## src/rtl/wed_fetch_pkg.sv

```systemverilog
// CAPI constants, response codes and fetch states.
// Shared by the WED fetch unit and its parity helper.
package wed_fetch_pkg;

  localparam logic [7:0]  TAG         = 8'h01;
  localparam logic [1:0]  MAX_RETRIES = 2'd3;
  localparam logic [12:0] READ_CL_NA  = 13'h0A00;
  localparam logic [11:0] WED_SIZE    = 12'd128;
  localparam logic [7:0]  LOCAL_FAULT = 8'hFF;

  typedef enum logic [7:0] {
    RSP_DONE    = 8'h00,
    RSP_AERROR  = 8'h01,
    RSP_DERROR  = 8'h03,
    RSP_NLOCK   = 8'h04,
    RSP_NRES    = 8'h05,
    RSP_FLUSHED = 8'h06,
    RSP_FAULT   = 8'h07,
    RSP_FAILED  = 8'h08,
    RSP_PAGED   = 8'h0A,
    RSP_CONTEXT = 8'h0B
  } rsp_code_e;

  typedef enum logic [2:0] {
    S_IDLE,
    S_ISSUE,
    S_WAIT,
    S_DONE,
    S_ERROR
  } fetch_state_e;

  // Any doubleword whose received parity differs from the
  // locally generated odd parity is a data fault.
  function automatic logic dw_parity_fault(
    input logic [7:0] expect_par,
    input logic [7:0] got_par
  );
    return |(expect_par ^ got_par);
  endfunction

endpackage

```

## src/rtl/wed_fetch_if.sv

```systemverilog
// PSL command / buffer-write / response bundle.
// master = accelerator side issuing commands.
interface wed_fetch_if;

  logic [7:0]   room;
  logic         cmd_valid;
  logic [7:0]   cmd_tag;
  logic         cmd_tag_parity;
  logic [12:0]  cmd_code;
  logic         cmd_code_parity;
  logic [63:0]  cmd_address;
  logic         cmd_address_parity;
  logic [11:0]  cmd_size;
  logic         bw_valid;
  logic [7:0]   bw_tag;
  logic [5:0]   bw_address;
  logic [511:0] bw_data;
  logic [7:0]   bw_parity;
  logic         rsp_valid;
  logic [7:0]   rsp_tag;
  logic [7:0]   rsp_code;

  modport master (
    input  room,
    output cmd_valid, cmd_tag, cmd_tag_parity,
    output cmd_code, cmd_code_parity,
    output cmd_address, cmd_address_parity,
    output cmd_size,
    input  bw_valid, bw_tag, bw_address,
    input  bw_data, bw_parity,
    input  rsp_valid, rsp_tag, rsp_code
  );

  modport slave (
    output room,
    input  cmd_valid, cmd_tag, cmd_tag_parity,
    input  cmd_code, cmd_code_parity,
    input  cmd_address, cmd_address_parity,
    input  cmd_size,
    output bw_valid, bw_tag, bw_address,
    output bw_data, bw_parity,
    output rsp_valid, rsp_tag, rsp_code
  );

endinterface

```

## src/rtl/wed_fetch_odd_parity.sv

```systemverilog
// Odd parity generator: output makes total ones count odd.
// Reused for tag, opcode, address and data doublewords.
module wed_fetch_odd_parity #(
  parameter int WIDTH = 8
) (
  input  logic [WIDTH-1:0] data_i,
  output logic             parity_o
);

  assign parity_o = ~^data_i;

endmodule

```

## src/rtl/wed_fetch.sv

```systemverilog
// Fetches the 128-byte WED over PSL on job START.
// One READ_CL_NA in flight; retries on PAGED/FLUSHED.
module wed_fetch
  import wed_fetch_pkg::*;
(
  input  logic           clock,
  input  logic           reset,
  input  logic           start,
  input  logic [63:0]    wed_address,
  wed_fetch_if.master    psl,
  output logic [1023:0]  wed,
  output logic           wed_valid,
  output logic           busy,
  output logic           error,
  output logic [7:0]     error_code
);

  fetch_state_e state_q, state_d;
  logic [63:0]  addr_q, addr_d;
  logic [1:0]   retries_q, retries_d;
  logic [1:0]   half_q, half_d;
  logic         pfault_q, pfault_d;
  logic [7:0]   ecode_q, ecode_d;
  logic         cmd_valid_q, cmd_valid_d;
  logic [7:0]   cmd_tag_q, cmd_tag_d;
  logic         cmd_tpar_q, cmd_tpar_d;
  logic [12:0]  cmd_code_q, cmd_code_d;
  logic         cmd_cpar_q, cmd_cpar_d;
  logic [63:0]  cmd_addr_q, cmd_addr_d;
  logic         cmd_apar_q, cmd_apar_d;
  logic [11:0]  cmd_size_q, cmd_size_d;
  logic [1023:0] wed_q;

  logic         tag_par;
  logic         code_par;
  logic         addr_par;
  logic [7:0]   exp_par;
  logic         bw_hit;
  logic         rsp_hit;
  logic [1:0]   half_wr;
  logic [1:0]   half_now;
  logic         pf_now;
  logic         unused_bw;

  assign unused_bw = ^psl.bw_address[5:1];

  wed_fetch_odd_parity #(.WIDTH(8)) u_tag_par (
    .data_i   (TAG),
    .parity_o (tag_par)
  );

  wed_fetch_odd_parity #(.WIDTH(13)) u_code_par (
    .data_i   (READ_CL_NA),
    .parity_o (code_par)
  );

  wed_fetch_odd_parity #(.WIDTH(64)) u_addr_par (
    .data_i   (addr_q),
    .parity_o (addr_par)
  );

  for (genvar i = 0; i < 8; i++) begin : g_dw
    wed_fetch_odd_parity #(.WIDTH(64)) u_dw_par (
      .data_i   (psl.bw_data[64*i +: 64]),
      .parity_o (exp_par[i])
    );
  end

  assign bw_hit  = psl.bw_valid && (psl.bw_tag == TAG)
                && (state_q == S_WAIT);
  assign rsp_hit = psl.rsp_valid && (psl.rsp_tag == TAG)
                && (state_q == S_WAIT);

  // A same-cycle write is folded in before the response is judged.
  assign half_wr  = bw_hit ? (psl.bw_address[0] ? 2'b10 : 2'b01)
                           : 2'b00;
  assign half_now = half_q | half_wr;
  assign pf_now   = pfault_q
                  | (bw_hit && dw_parity_fault(exp_par, psl.bw_parity));

  // Next-state and command-field decode for the fetch FSM.
  always_comb begin
    state_d     = state_q;
    addr_d      = addr_q;
    retries_d   = retries_q;
    half_d      = half_now;
    pfault_d    = pf_now;
    ecode_d     = ecode_q;
    cmd_valid_d = 1'b0;
    cmd_tag_d   = cmd_tag_q;
    cmd_tpar_d  = cmd_tpar_q;
    cmd_code_d  = cmd_code_q;
    cmd_cpar_d  = cmd_cpar_q;
    cmd_addr_d  = cmd_addr_q;
    cmd_apar_d  = cmd_apar_q;
    cmd_size_d  = cmd_size_q;
    unique case (state_q)
      S_IDLE, S_DONE, S_ERROR: begin
        if (start) begin
          addr_d    = wed_address;
          retries_d = 2'd0;
          half_d    = 2'b00;
          pfault_d  = 1'b0;
          ecode_d   = 8'h00;
          if (wed_address[6:0] != 7'd0) begin
            state_d = S_ERROR;
            ecode_d = LOCAL_FAULT;
          end else begin
            state_d = S_ISSUE;
          end
        end
      end
      S_ISSUE: begin
        if (psl.room != 8'd0) begin
          cmd_valid_d = 1'b1;
          cmd_tag_d   = TAG;
          cmd_tpar_d  = tag_par;
          cmd_code_d  = READ_CL_NA;
          cmd_cpar_d  = code_par;
          cmd_addr_d  = addr_q;
          cmd_apar_d  = addr_par;
          cmd_size_d  = WED_SIZE;
          state_d     = S_WAIT;
        end
      end
      S_WAIT: begin
        if (rsp_hit) begin
          if (psl.rsp_code == RSP_DONE) begin
            if ((half_now == 2'b11) && !pf_now) begin
              state_d = S_DONE;
            end else begin
              state_d = S_ERROR;
              ecode_d = LOCAL_FAULT;
            end
          end else if ((psl.rsp_code == RSP_PAGED)
                    || (psl.rsp_code == RSP_FLUSHED)) begin
            if (retries_q < MAX_RETRIES) begin
              retries_d = retries_q + 2'd1;
              half_d    = 2'b00;
              state_d   = S_ISSUE;
            end else begin
              state_d = S_ERROR;
              ecode_d = psl.rsp_code;
            end
          end else begin
            state_d = S_ERROR;
            ecode_d = psl.rsp_code;
          end
        end
      end
      default: state_d = S_IDLE;
    endcase
  end

  // Control and command registers.
  always_ff @(posedge clock or posedge reset) begin
    if (reset) begin
      state_q     <= S_IDLE;
      addr_q      <= '0;
      retries_q   <= '0;
      half_q      <= '0;
      pfault_q    <= 1'b0;
      ecode_q     <= '0;
      cmd_valid_q <= 1'b0;
      cmd_tag_q   <= '0;
      cmd_tpar_q  <= 1'b0;
      cmd_code_q  <= '0;
      cmd_cpar_q  <= 1'b0;
      cmd_addr_q  <= '0;
      cmd_apar_q  <= 1'b0;
      cmd_size_q  <= '0;
    end else begin
      state_q     <= state_d;
      addr_q      <= addr_d;
      retries_q   <= retries_d;
      half_q      <= half_d;
      pfault_q    <= pfault_d;
      ecode_q     <= ecode_d;
      cmd_valid_q <= cmd_valid_d;
      cmd_tag_q   <= cmd_tag_d;
      cmd_tpar_q  <= cmd_tpar_d;
      cmd_code_q  <= cmd_code_d;
      cmd_cpar_q  <= cmd_cpar_d;
      cmd_addr_q  <= cmd_addr_d;
      cmd_apar_q  <= cmd_apar_d;
      cmd_size_q  <= cmd_size_d;
    end
  end

  // WED capture buffer, one half-line per buffer write.
  always_ff @(posedge clock or posedge reset) begin
    if (reset) begin
      wed_q <= '0;
    end else if (bw_hit) begin
      if (psl.bw_address[0]) begin
        wed_q[1023:512] <= psl.bw_data;
      end else begin
        wed_q[511:0] <= psl.bw_data;
      end
    end
  end

  assign psl.cmd_valid          = cmd_valid_q;
  assign psl.cmd_tag            = cmd_tag_q;
  assign psl.cmd_tag_parity     = cmd_tpar_q;
  assign psl.cmd_code           = cmd_code_q;
  assign psl.cmd_code_parity    = cmd_cpar_q;
  assign psl.cmd_address        = cmd_addr_q;
  assign psl.cmd_address_parity = cmd_apar_q;
  assign psl.cmd_size           = cmd_size_q;

  assign wed        = wed_q;
  assign wed_valid  = (state_q == S_DONE);
  assign error      = (state_q == S_ERROR);
  assign error_code = ecode_q;
  assign busy       = (state_q == S_ISSUE) || (state_q == S_WAIT);

endmodule

```

## src/flat_wrapper.sv

```systemverilog
// flat-port wrapper written by rule: the top's interface ports become plain ports
module wed_fetch_flat import wed_fetch_pkg::*;
  (clock, reset, start, wed_address, wed, wed_valid, busy, error, error_code, psl_room, psl_cmd_valid, psl_cmd_tag, psl_cmd_tag_parity, psl_cmd_code, psl_cmd_code_parity, psl_cmd_address, psl_cmd_address_parity, psl_cmd_size, psl_bw_valid, psl_bw_tag, psl_bw_address, psl_bw_data, psl_bw_parity, psl_rsp_valid, psl_rsp_tag, psl_rsp_code);
  wed_fetch_if psl_i ();
  input  logic clock;
  input  logic reset;
  input  logic start;
  input  logic [63:0] wed_address;
  output logic [1023:0] wed;
  output logic wed_valid;
  output logic busy;
  output logic error;
  output logic [7:0] error_code;
  input wire logic [$bits(psl_i.room)-1:0] psl_room;
  output wire logic [$bits(psl_i.cmd_valid)-1:0] psl_cmd_valid;
  output wire logic [$bits(psl_i.cmd_tag)-1:0] psl_cmd_tag;
  output wire logic [$bits(psl_i.cmd_tag_parity)-1:0] psl_cmd_tag_parity;
  output wire logic [$bits(psl_i.cmd_code)-1:0] psl_cmd_code;
  output wire logic [$bits(psl_i.cmd_code_parity)-1:0] psl_cmd_code_parity;
  output wire logic [$bits(psl_i.cmd_address)-1:0] psl_cmd_address;
  output wire logic [$bits(psl_i.cmd_address_parity)-1:0] psl_cmd_address_parity;
  output wire logic [$bits(psl_i.cmd_size)-1:0] psl_cmd_size;
  input wire logic [$bits(psl_i.bw_valid)-1:0] psl_bw_valid;
  input wire logic [$bits(psl_i.bw_tag)-1:0] psl_bw_tag;
  input wire logic [$bits(psl_i.bw_address)-1:0] psl_bw_address;
  input wire logic [$bits(psl_i.bw_data)-1:0] psl_bw_data;
  input wire logic [$bits(psl_i.bw_parity)-1:0] psl_bw_parity;
  input wire logic [$bits(psl_i.rsp_valid)-1:0] psl_rsp_valid;
  input wire logic [$bits(psl_i.rsp_tag)-1:0] psl_rsp_tag;
  input wire logic [$bits(psl_i.rsp_code)-1:0] psl_rsp_code;
  assign psl_i.room = psl_room;
  assign psl_cmd_valid = psl_i.cmd_valid;
  assign psl_cmd_tag = psl_i.cmd_tag;
  assign psl_cmd_tag_parity = psl_i.cmd_tag_parity;
  assign psl_cmd_code = psl_i.cmd_code;
  assign psl_cmd_code_parity = psl_i.cmd_code_parity;
  assign psl_cmd_address = psl_i.cmd_address;
  assign psl_cmd_address_parity = psl_i.cmd_address_parity;
  assign psl_cmd_size = psl_i.cmd_size;
  assign psl_i.bw_valid = psl_bw_valid;
  assign psl_i.bw_tag = psl_bw_tag;
  assign psl_i.bw_address = psl_bw_address;
  assign psl_i.bw_data = psl_bw_data;
  assign psl_i.bw_parity = psl_bw_parity;
  assign psl_i.rsp_valid = psl_rsp_valid;
  assign psl_i.rsp_tag = psl_rsp_tag;
  assign psl_i.rsp_code = psl_rsp_code;
  wed_fetch u_core (.clock(clock), .reset(reset), .start(start), .wed_address(wed_address), .psl(psl_i), .wed(wed), .wed_valid(wed_valid), .busy(busy), .error(error), .error_code(error_code));
endmodule
```

## config.mk

```make
export PLATFORM = sky130hd
export DESIGN_NAME = wed_fetch_flat
export DESIGN_NICKNAME = d
export VERILOG_FILES = /design/src/rtl/wed_fetch_pkg.sv /design/src/rtl/wed_fetch_if.sv /design/src/rtl/wed_fetch_odd_parity.sv /design/src/rtl/wed_fetch.sv /design/src/flat_wrapper.sv
export SDC_FILE = /design/constraint.sdc
export NUM_CORES = 2
export LEC_CHECK = 0
export BUFFER_PORTS_ARGS = -buffer_cell sky130_fd_sc_hd__buf_2
export CORE_AREA = 2 2 683 685
export DETAILED_ROUTE_END_ITERATION = 10
export DIE_AREA = 0 0 685 687
export GPL_TIMING_DRIVEN = 0
export HOLD_SLACK_MARGIN = 0.1
export RECOVER_POWER = 100
export SLEW_MARGIN = 0
export SYNTH_ARGS = -nofsm -noshare
export SYNTH_HDL_FRONTEND = slang
export SYNTH_HIERARCHICAL = 1
export SYNTH_SLANG_ARGS = --single-unit
```

## constraint.sdc

```tcl
create_clock -name clock -period 67.4 [get_ports clock]
set_clock_uncertainty 0.05 [all_clocks]
set_input_delay 20.22 -clock clock [delete_from_list [all_inputs] [get_ports clock]]
set_output_delay 20.22 -clock clock [all_outputs]
set_load 0.005 [all_outputs]
```

==> results by group <==
Run status
  • Outcome: finished, violations left
  • Failing checks: max-capacitance violations, max-slew violations

Layout
  • Ratio of cells with drive above 1 in the final layout: 15.2%
  • Total number of nets in the final design: 8074
  • Util after Layout: 15.2%
  • Final cell count without fillers: 13822
  • Synth-to-Final Area Change: 41.6%
  • Final non-filler cell area: 70300 sq um

CTS
  • Inserted Clock Buffers: 155
  • Maximum buffer depth of the clock tree: 4
  • CTS tree: built
  • Insertion delay of the later-clocked pin in the worst-skew pair: 0.80 ns
  • Clock-pin slew of the registers on the worst-case setup and hold paths: 0.06 ns
  • # resized after CTS: 0
  • Max H-tree Level: 4
  • CTS Sinks: 1173
  • Clk Tree Root Cell: clkbuf_16
  • Number of setup buffers added after CTS: 0
  • Quantity of hold-fixing buffers added after cts: 0

Die
  • Effective utilization at floorplan: 10.7%
  • Die footprint: 471000 sq um
  • Die outline height: 687 microns
  • Number of top-level pins: 1763
  • Number of core rows: 250
  • Std-Cell Core Area: 463000 sq um
  • Die boundary width: 685 microns

Worst setup path
  • Logic depth of the worst setup path including buffers: 5
  • Critical path's most frequent cell: clkbuf_1
  • R2R Path Start: u_core/state_q[2]
  • Worst-path maximum fanout: 117
  • Worst endpoint required time: 66.82 ns
  • Critical Setup Path Class: input pin to async pin
  • Worst Setup SP: reset
  • Largest stage delay on the critical path: 4.56 ns
  • CP arrival: 34.91 ns
  • Element type at the critical path end: async pin
  • Critical Path Source Type: input pin
  • CP cell instances: buf_2, clkinvlp_2, clkbuf_1, clkbuf_1, clkbuf_1
  • Top cell family by delay on the critical path: buffers and inverters
  • Capturing instance or port of the critical path: u_core/wed[829]
  • Setup slack of the most critical reg-to-reg path: 60.56 ns
  • Worst r2r dst: u_core/wed[796]
  • Number of buffer and inverter stages on the critical path: 5
  • Library cell contributing the largest single delay on the critical path: clkbuf_1
  • Worst Reg2Reg Path Length in Cells: 9

Route
  • Via density: 3.49
  • TritonRoute pass-1 iters: 8
  • Detailed-route via count: 48174
  • DRC Markers: 0
  • Per-cell routed wire length: 31.3 microns
  • First DRT Iteration DRCs: 4541
  • Total wirelength of the detailed-routed design: 433 mm
  • Antenna violation net count after detailed routing: 0

Pwr
  • Fraction of power spent switching nets: 30.7%
  • Cell-internal power: 1.31 mW
  • Comb pwr share: 16.4%
  • Power per Cell Area: 26.9 nW/um^2
  • Switching power total: 0.580 mW
  • Power share of the sequential group: 37.9%
  • VDD IR-drop max: 0.0273 mV
  • Share of power burned in the clock network: 45.6%
  • Total Power Consumption: 1.89 mW
  • Leakage dissipation: 35.0 nW

GRT
  • Total gr overflow: 0
  • Number of global-route vias before repair: 45173
  • Combined global-route utilization of all metal layers: 17.7%
  • Antenna violations before repair: 281
  • First-pass GRT wire length: 531 mm
  • Largest net degree at the start of global routing: 120

Yosys
  • Share of the synthesized area in the top cell type: 59.1%
  • Synthesized-area fraction occupied by ao, oa, aoi and oai cells: 0.491%
  • Post-synthesis async set-or-reset flop share: 100%
  • Mapped cell area: 49600 sq um
  • Proportion of synthesized chip area in sequential cells: 59.1%
  • Post-synthesis register bit count: 1173
  • Portion of netlist area occupied by mux cells: 1.52%
  • Combinational family with the most area after synthesis: simple AND/OR/NAND/NOR gates
  • Cell type with the largest total area after synthesis: dfrtp_1
  • Most repeated cell in the gate-level netlist after synthesis: nand2_1
  • Fraction of the mapped netlist area in adder cells: 0.0252%
  • Cell variety after synth: 49
  • Xor and xnor fraction of the mapped netlist area: 10.6%
  • Post-Synth Simple-Gate Area: 25.5%
  • EDFF count, synth: 0
  • Syn. warnings: 6
  • Gate Count Post-Synth: 5496
  • Synth Area per Inst: 9.03 sq um
  • Flip-flop cell with the highest count after synthesis: dfrtp_1
  • Commonest cells in the netlist: nand2_1 (3279), dfrtp_1 (1173), xnor2_1 (517)
  • Top cells by area, synth: dfrtp_1 (59%), nand2_1 (25%), xnor2_1 (9.1%)

Place
  • Number of cells after detailed placement: 13463
  • Last weighted congestion value of the routability-driven placer: 1.05
  • Area post-placement: 66700 sq um
  • Hpwl dp: 371 mm
  • Number of buffers inserted by port buffering: 1728

STA
  • Transition time at the pin with the least slew margin: 6.57 ns
  • Max transition margin: -338%
  • Count of final setup violators: 0
  • Max Clock Freq: 28.2 MHz
  • Crit share post-route: 52.6%
  • Endpoints failing hold: 0
  • Clock period minus worst slack: 35.48 ns
  • Number of max-slew violations in the final report: 1231
  • Unrepaired setup endpoints after global routing: no

Run
  • Max Cap Violations: 16

Min path
  • Kind of path behind the tightest hold check: register to register
==> metal layers <==
layer / share of wire [%] / GRT usage [%] / wire (microns)
met5: 0.31 / 0 / 1350
met4: 6.9 / 9.21 / 29800
met3: 12 / 8.76 / 53100
met2: 46 / 29.0 / 198000
met1: 35 / 18.6 / 150000
==> final cells by class <==
cell class	instances	area, sq um
antenna	86	215
buffer	286	1270
clock buffer	215	4380
clock inverter	58	703
fill	53034	392000
inverter	4	16.3
multi-input combinational	4081	19100
sequential	1173	29400
tap	6174	7720
timing repair buffer	1745	7540
==> power groups by stage <==
stage          Combinational, mW  Clock (mW)  Sequential [mW]
3_3_place_gp               0.322           0            0.732
5_1_grt                    0.337       0.914            0.717
2_1_floorplan              0.148           0            0.728
3_5_place_dp               0.335           0            0.729
4_1_cts                    0.336       0.891            0.716
6_report                   0.311       0.861            0.717
==> worst min-delay path by stage <==
stage | from | end | slack (ns) | cells past startpoint
final | u_core/wed[333] | u_core/wed[333] | 0.41 | 2
after global routing | u_core/wed[126] | u_core/wed[126] | 0.43 | 2
after CTS | u_core/wed[333] | u_core/wed[333] | 0.41 | 2
after detailed placement | u_core/wed[435] | u_core/wed[435] | 0.40 | 2
after global placement | u_core/wed[162] | u_core/wed[162] | 0.39 | 2
after floorplan | u_core/retries_q[1] | u_core/retries_q[1] | 0.40 | 2
==> cell families (layout without fill, tap and decap cells) <==
family	count (synthesis)	in the layout
AND/OR/NAND/NOR	3334	3334
flip-flops	1173	1173
XOR/XNOR	593	593
buffers and inverters	290	2308
multiplexers	67	67
AO/OA/AOI/OAI	36	36
other	2	136
adder cells (fa/ha/maj)	1	1
==> through the flow <==
step	hold WS, ns	TNS [ns]	worst slack (ns)
4_1_cts	0.412	0	42.57
3_5_place_dp	0.400	0	41.68
3_3_place_gp	0.394	-3047.27	-3.46
2_1_floorplan	0.404	0	14.09
6_report	0.411	0	31.92
5_1_grt	0.434	0	29.10
==> registers in the layout, summed over array words and instances (netlist names) <==
signal / cells
u_core/psl.cmd_address_parity: 1
u_core/error_code: 8
u_core/psl.cmd_address: 64
u_core/wed: 1024
u_core/pfault_q: 1
u_core/psl.cmd_code_parity: 1
u_core/psl.cmd_tag_parity: 1
u_core/state_q: 3
u_core/retries_q: 2
u_core/addr_q: 64
u_core/psl.cmd_size: 1
u_core/psl.cmd_valid: 1
u_core/half_q: 2
==> cells in the final DEF, fill, tap and decap left out, types with 5 or more instances in the layout <==
| cell | instances |
|---|---|
| nand2_1 | 3278 |
| clkbuf_1 | 1221 |
| dfrtp_1 | 1173 |
| buf_2 | 796 |
| xnor2_1 | 515 |
| clkbuf_16 | 156 |
| diode_2 | 86 |
| xor2_1 | 72 |
| mux2_2 | 66 |
| conb_1 | 50 |
| buf_4 | 30 |
| clkbuf_8 | 25 |
| clkinv_2 | 18 |
| nor2_1 | 17 |
| a21oi_1 | 13 |
| clkinvlp_4 | 9 |
| clkinv_4 | 8 |
| bufinv_16 | 8 |
| o221ai_1 | 8 |
| nor4_1 | 7 |
| buf_1 | 6 |
| inv_6 | 5 |
==> worst register-to-register path, stage by stage, from the launching register on <==
cell      delay, ns
dfrtp_1        0.46
or3b_1         0.36
buf_2          0.17
nor4_1         0.83
and2_0         0.22
clkbuf_1       1.84
clkbuf_1       1.49
clkbuf_1       1.14
nand2_1        0.17
nand2_1        0.10
Note: power is estimated with default switching activity, not from simulation.
